$ cat src/rtl/rcs_subtractor_full_subtractor.sv
// -----------------------------------------------------------------------------
// full_subtractor
//   One-bit full-subtractor cell used as the building block of the
//   ripple-borrow chain in rcs_subtractor.
//
//   Ports
//     a       in   minuend bit
//     b       in   subtrahend bit
//     br_in   in   borrow from the next less-significant cell
//     d       out  difference bit
//     br_out  out  borrow into the next more-significant cell
// -----------------------------------------------------------------------------
module full_subtractor (
    input  logic a,
    input  logic b,
    input  logic br_in,
    output logic d,
    output logic br_out
);

    logic w_a_xor_b;

    assign w_a_xor_b = a ^ b;
    assign d         = w_a_xor_b ^ br_in;

    // Borrow when b exceeds a outright, or when a == b and a borrow arrives.
    assign br_out    = (~a & b) | (~w_a_xor_b & br_in);

endmodule

$ cat src/rtl/rcs_subtractor.sv
// -----------------------------------------------------------------------------
// rcs_subtractor
//   Registered WIDTH-bit ripple-borrow subtractor:
//     {b_out, diff} = a - b - b_in   (modulo 2^(WIDTH+1))
//   plus a two's-complement overflow flag. One output register stage, so the
//   result of an operand set accepted at edge k is visible after edge k.
//   WIDTH must be >= 1.
//
//   Ports
//     clk        in   system clock, rising edge
//     rst_n      in   synchronous active-low reset
//     in_valid   in   a, b, b_in are valid this cycle; also the output-register
//                     enable, so results hold while in_valid is low
//     a          in   minuend, unsigned, WIDTH bits
//     b          in   subtrahend, unsigned, WIDTH bits
//     b_in       in   borrow-in, weight 1 at the LSB
//     diff       out  registered difference, WIDTH bits
//     b_out      out  registered borrow-out of the MSB cell
//     ovf        out  registered signed-overflow flag
//     out_valid  out  diff/b_out/ovf carry a new result this cycle
// -----------------------------------------------------------------------------
module rcs_subtractor #(
    parameter int WIDTH = 8
) (
    input  logic             clk,
    input  logic             rst_n,
    input  logic             in_valid,
    input  logic [WIDTH-1:0] a,
    input  logic [WIDTH-1:0] b,
    input  logic             b_in,
    output logic [WIDTH-1:0] diff,
    output logic             b_out,
    output logic             ovf,
    output logic             out_valid
);

    logic [WIDTH:0]   w_br;
    logic [WIDTH-1:0] w_diff;
    logic             w_ovf;

    logic [WIDTH-1:0] r_diff;
    logic             r_b_out;
    logic             r_ovf;
    logic             r_out_valid;

    assign w_br[0] = b_in;

    for (genvar i = 0; i < WIDTH; i++) begin : g_cell
        full_subtractor u_fs (
            .a      (a[i]),
            .b      (b[i]),
            .br_in  (w_br[i]),
            .d      (w_diff[i]),
            .br_out (w_br[i+1])
        );
    end

    // Overflow is only possible when the operand signs differ; it shows up as
    // the result sign flipping away from the minuend sign.
    assign w_ovf = (a[WIDTH-1] ^ b[WIDTH-1]) & (w_diff[WIDTH-1] ^ a[WIDTH-1]);

    always_ff @(posedge clk) begin
        if (!rst_n) begin
            r_diff      <= '0;
            r_b_out     <= 1'b0;
            r_ovf       <= 1'b0;
            r_out_valid <= 1'b0;
        end else begin
            r_out_valid <= in_valid;
            if (in_valid) begin
                r_diff  <= w_diff;
                r_b_out <= w_br[WIDTH];
                r_ovf   <= w_ovf;
            end
        end
    end

    assign diff      = r_diff;
    assign b_out     = r_b_out;
    assign ovf       = r_ovf;
    assign out_valid = r_out_valid;

endmodule

$ cat config.mk
export PLATFORM = sky130hd
export DESIGN_NAME = rcs_subtractor
export DESIGN_NICKNAME = d
export VERILOG_FILES = /design/src/rtl/rcs_subtractor_full_subtractor.sv /design/src/rtl/rcs_subtractor.sv
export SDC_FILE = /design/constraint.sdc
export NUM_CORES = 1
export LEC_CHECK = 0
export BUFFER_PORTS_ARGS = -buffer_cell sky130_fd_sc_hd__buf_2
export CORE_MARGIN = 3
export CORE_UTILIZATION = 43
export DETAILED_ROUTE_END_ITERATION = 8
export MAX_ROUTING_LAYER = met4
export PLACE_DENSITY = 0.77
export RECOVER_POWER = 50
export SLEW_MARGIN = 20
export SYNTH_ARGS = -nofsm -noshare
export SYNTH_HDL_FRONTEND = slang
export SYNTH_SLANG_ARGS = --single-unit
$ cat constraint.sdc
create_clock -name clk -period 5.2 [get_ports clk]
set_clock_uncertainty 0.2 [all_clocks]
set_input_delay 1.04 -clock clk [delete_from_list [all_inputs] [get_ports clk]]
set_output_delay 1.04 -clock clk [all_outputs]
set_load 0.005 [all_outputs]
==> run summary <==
global placer's final weighted congestion = 0.660
DR vias/cell = 4.57
Mean Syn Cell Area = 10.9 um^2
deepest level of the CTS H-tree = 1
RSZ-0062 raised after global routing = false
CP startpoint kind = primary input
Initial DRT Pass Iterations = 2
met3 Resource Use GR = 0.0610
Power Density = 253 nW/um^2
gr ovfl total = 0
R2R Setup Slk = 4.38 ns
reg-to-reg endpoint = diff[4]$_SDFFE_PN0P_
Clock Latency Late Sink = 0.26 ns
Seq/Total Area, Yosys = 0.347
Synth Instances = 58
Netlist cell types = 15
cell taking the most area after synthesis = dfxtp_1
Clock Sinks = 11
Routed WL = 1070 um
Final Hold Viols = 0
Worst Setup End Kind = flip-flop
Synth warnings = 0
fraction of final layout cells sized beyond drive strength 1 = 0.337
vias = 475
first-pass GRT wire length = 1930 um
Commonest cells post-synth = 12 x inv_1, 11 x dfxtp_1, 8 x fa_1, 7 x nand2_1, 7 x o211a_1
Ports = 31
pin count of the biggest net entering global routing = 20
placement row count = 13
CTS tree = done
CTS resizes = 0
port bufs = 30
kind of critical path = in -> reg
total power = 200 uW
root cell of the clock tree = clkbuf_4
largest cells by area after synthesis = dfxtp_1 35%, fa_1 25%, o211a_1 11%
synthesis-to-finish area growth = 25.0%
vias in the first global route = 441
Final Slew Violations = 0
Routed Antenna Nets = 0
Worst VDD drop = 0.126 mV
Worst-Margin Slew = 0.760 ns
hold crit path type = reg -> reg
Hold Path Origin = b_out$_SDFFE_PN0P_
NumNets Final = 119
Post-synth EDFFs = 0
final-layout fill cell count = 121
dominant synthesized flop cell = dfxtp_1
DR iter-0 viols = 2
CTS clk-pin slew, worst paths = 0.07 ns
hold path depth = 1
Antenna Cells = 0
Async SR Flop Fraction = 0
post-route minimum period = 4.52 ns
setup TNS = 0 ns
final setup fails = 0
leakage = 0.462 nW
outcome = completed
GRT met2 Usage = 0.215
share of the synthesized area in the top cell type = 0.347
syn_nets = 87
Post-CTS Setup Bufs = 0
DRC errors left = 0
post-DP HPWL = 889 um
max-cap violations = 0
GRT Max-Usage Layer = met2
Initial Utilization = 0.470
WP data arrival = 4.47 ns
# hold bufs at CTS = 0
relative slew slack = 0.494
reg2reg start = diff[4]$_SDFFE_PN0P_
maximum clock rate = 221 MHz
Core ar. = 1350 um^2
TritonCTS Buffers = 3
crit path max fanout = 2
final period utilization = 0.870
initial antenna violation count = 0
Post-Syn Area = 634 um^2
Hold Path Sink = b_out$_SDFFE_PN0P_
die width = 44.4 um
GRT met1 Usage = 0.170
cells on worst reg2reg path = 1
Die ar. = 1970 um^2
Worst Path Required = 5.15 ns
clk buf depth = 2
die height = 44.4 um
total track usage = 0.138
wire length per cell = 10.3 um
Synth Register Bits = 11
most common cell in the netlist = inv_1
==> power by group <==
| group | switching [mW] | total (mW) | internal, mW |
|---|---|---|---|
| logic | 0.0223 | 0.0476 | 0.0253 |
| clock network | 0.0274 | 0.0571 | 0.0296 |
| registers | 0.00361 | 0.0957 | 0.0921 |
==> worst max-delay path by stage <==
stage                     from               end  depth (start not counted)
after floorplan           b[0]  ovf$_SDFFE_PN0P_                         13
after global placement    b[0]  ovf$_SDFFE_PN0P_                         14
after detailed placement  b[0]  ovf$_SDFFE_PN0P_                         14
after CTS                 b[0]  ovf$_SDFFE_PN0P_                         14
after global routing      b[0]  ovf$_SDFFE_PN0P_                         14
final                     b[0]  ovf$_SDFFE_PN0P_                         14
==> layout by cell type, fill, tap and decap left out <==
cell type / Yosys / final
and2_2: 1 / 1
buf_2: 1 / 26
clkbuf_1: 0 / 5
clkbuf_4: 0 / 3
dfxtp_1: 11 / 11
fa_1: 8 / 8
ha_1: 1 / 1
inv_1: 12 / 12
mux2i_1: 2 / 2
nand2_1: 7 / 7
nand3b_1: 2 / 2
nor2b_1: 2 / 2
o211a_1: 7 / 7
o21ai_0: 1 / 1
xnor2_1: 1 / 1
==> cell families after synthesis <==
kind of cell | share of synthesized area
AO/OA/AOI/OAI | 0.118
XOR/XNOR | 0.0138
adder cells (fa/ha/maj) | 0.272
buffers and inverters | 0.120
flip-flops | 0.347
multiplexers | 0.0316
AND/OR/NAND/NOR | 0.0966
==> metrics by stage <==
| step | instances | area (um^2) | worst slack [ns] | hold WS, ns | utilization |
|---|---|---|---|---|---|
| 6_report | 104 | 793 | 0.678 | 0.277 | 0.588 |
| 5_1_grt | 104 | 793 | 0.509 | 0.311 | 0.588 |
| 4_1_cts | 104 | 798 | 0.664 | 0.283 | 0.591 |
| 3_5_place_dp | 100 | 772 | 0.382 | 0.265 | 0.572 |
| 3_3_place_gp | 100 | 772 | 0.421 | 0.257 | 0.572 |
| 2_1_floorplan | 58 | 634 | 0.623 | 0.277 | - |
==> area by class of cell <==
class                           count  area [um^2]  area share
Clock buffer                        4         26.3      0.0331
Tap cell                           15         18.8      0.0237
Sequential cell                    11          220       0.278
Inverter                           12         45.0      0.0568
Timing Repair Buffer               30          145       0.183
Multi-Input combinational cell     32          338       0.426
==> worst max-delay path, cell delays in order <==
cell and delay [ns]:
buf_2 0.09, inv_1 0.06, fa_1 0.16, inv_1 0.05, fa_1 0.37, fa_1 0.39
fa_1 0.39, fa_1 0.39, fa_1 0.39, fa_1 0.38, inv_1 0.08, fa_1 0.44
xnor2_1 0.15, o21ai_0 0.09
==> sequential cells by signal, indices dropped and copies added (netlist names) <==
name and cells:
out_valid 1, b_out 1, diff 8, ovf 1
==> layer usage <==
layer  part of all wire  wire [um]  vias to the layer above
li1                   -          -                      240
met5                  0          0                        -
met2               0.49        528                       22
met1               0.40        430                      213
met4                  0          0                        0
met3               0.10        109                        0
No activity file was read; power rests on OpenSTA's default activity.
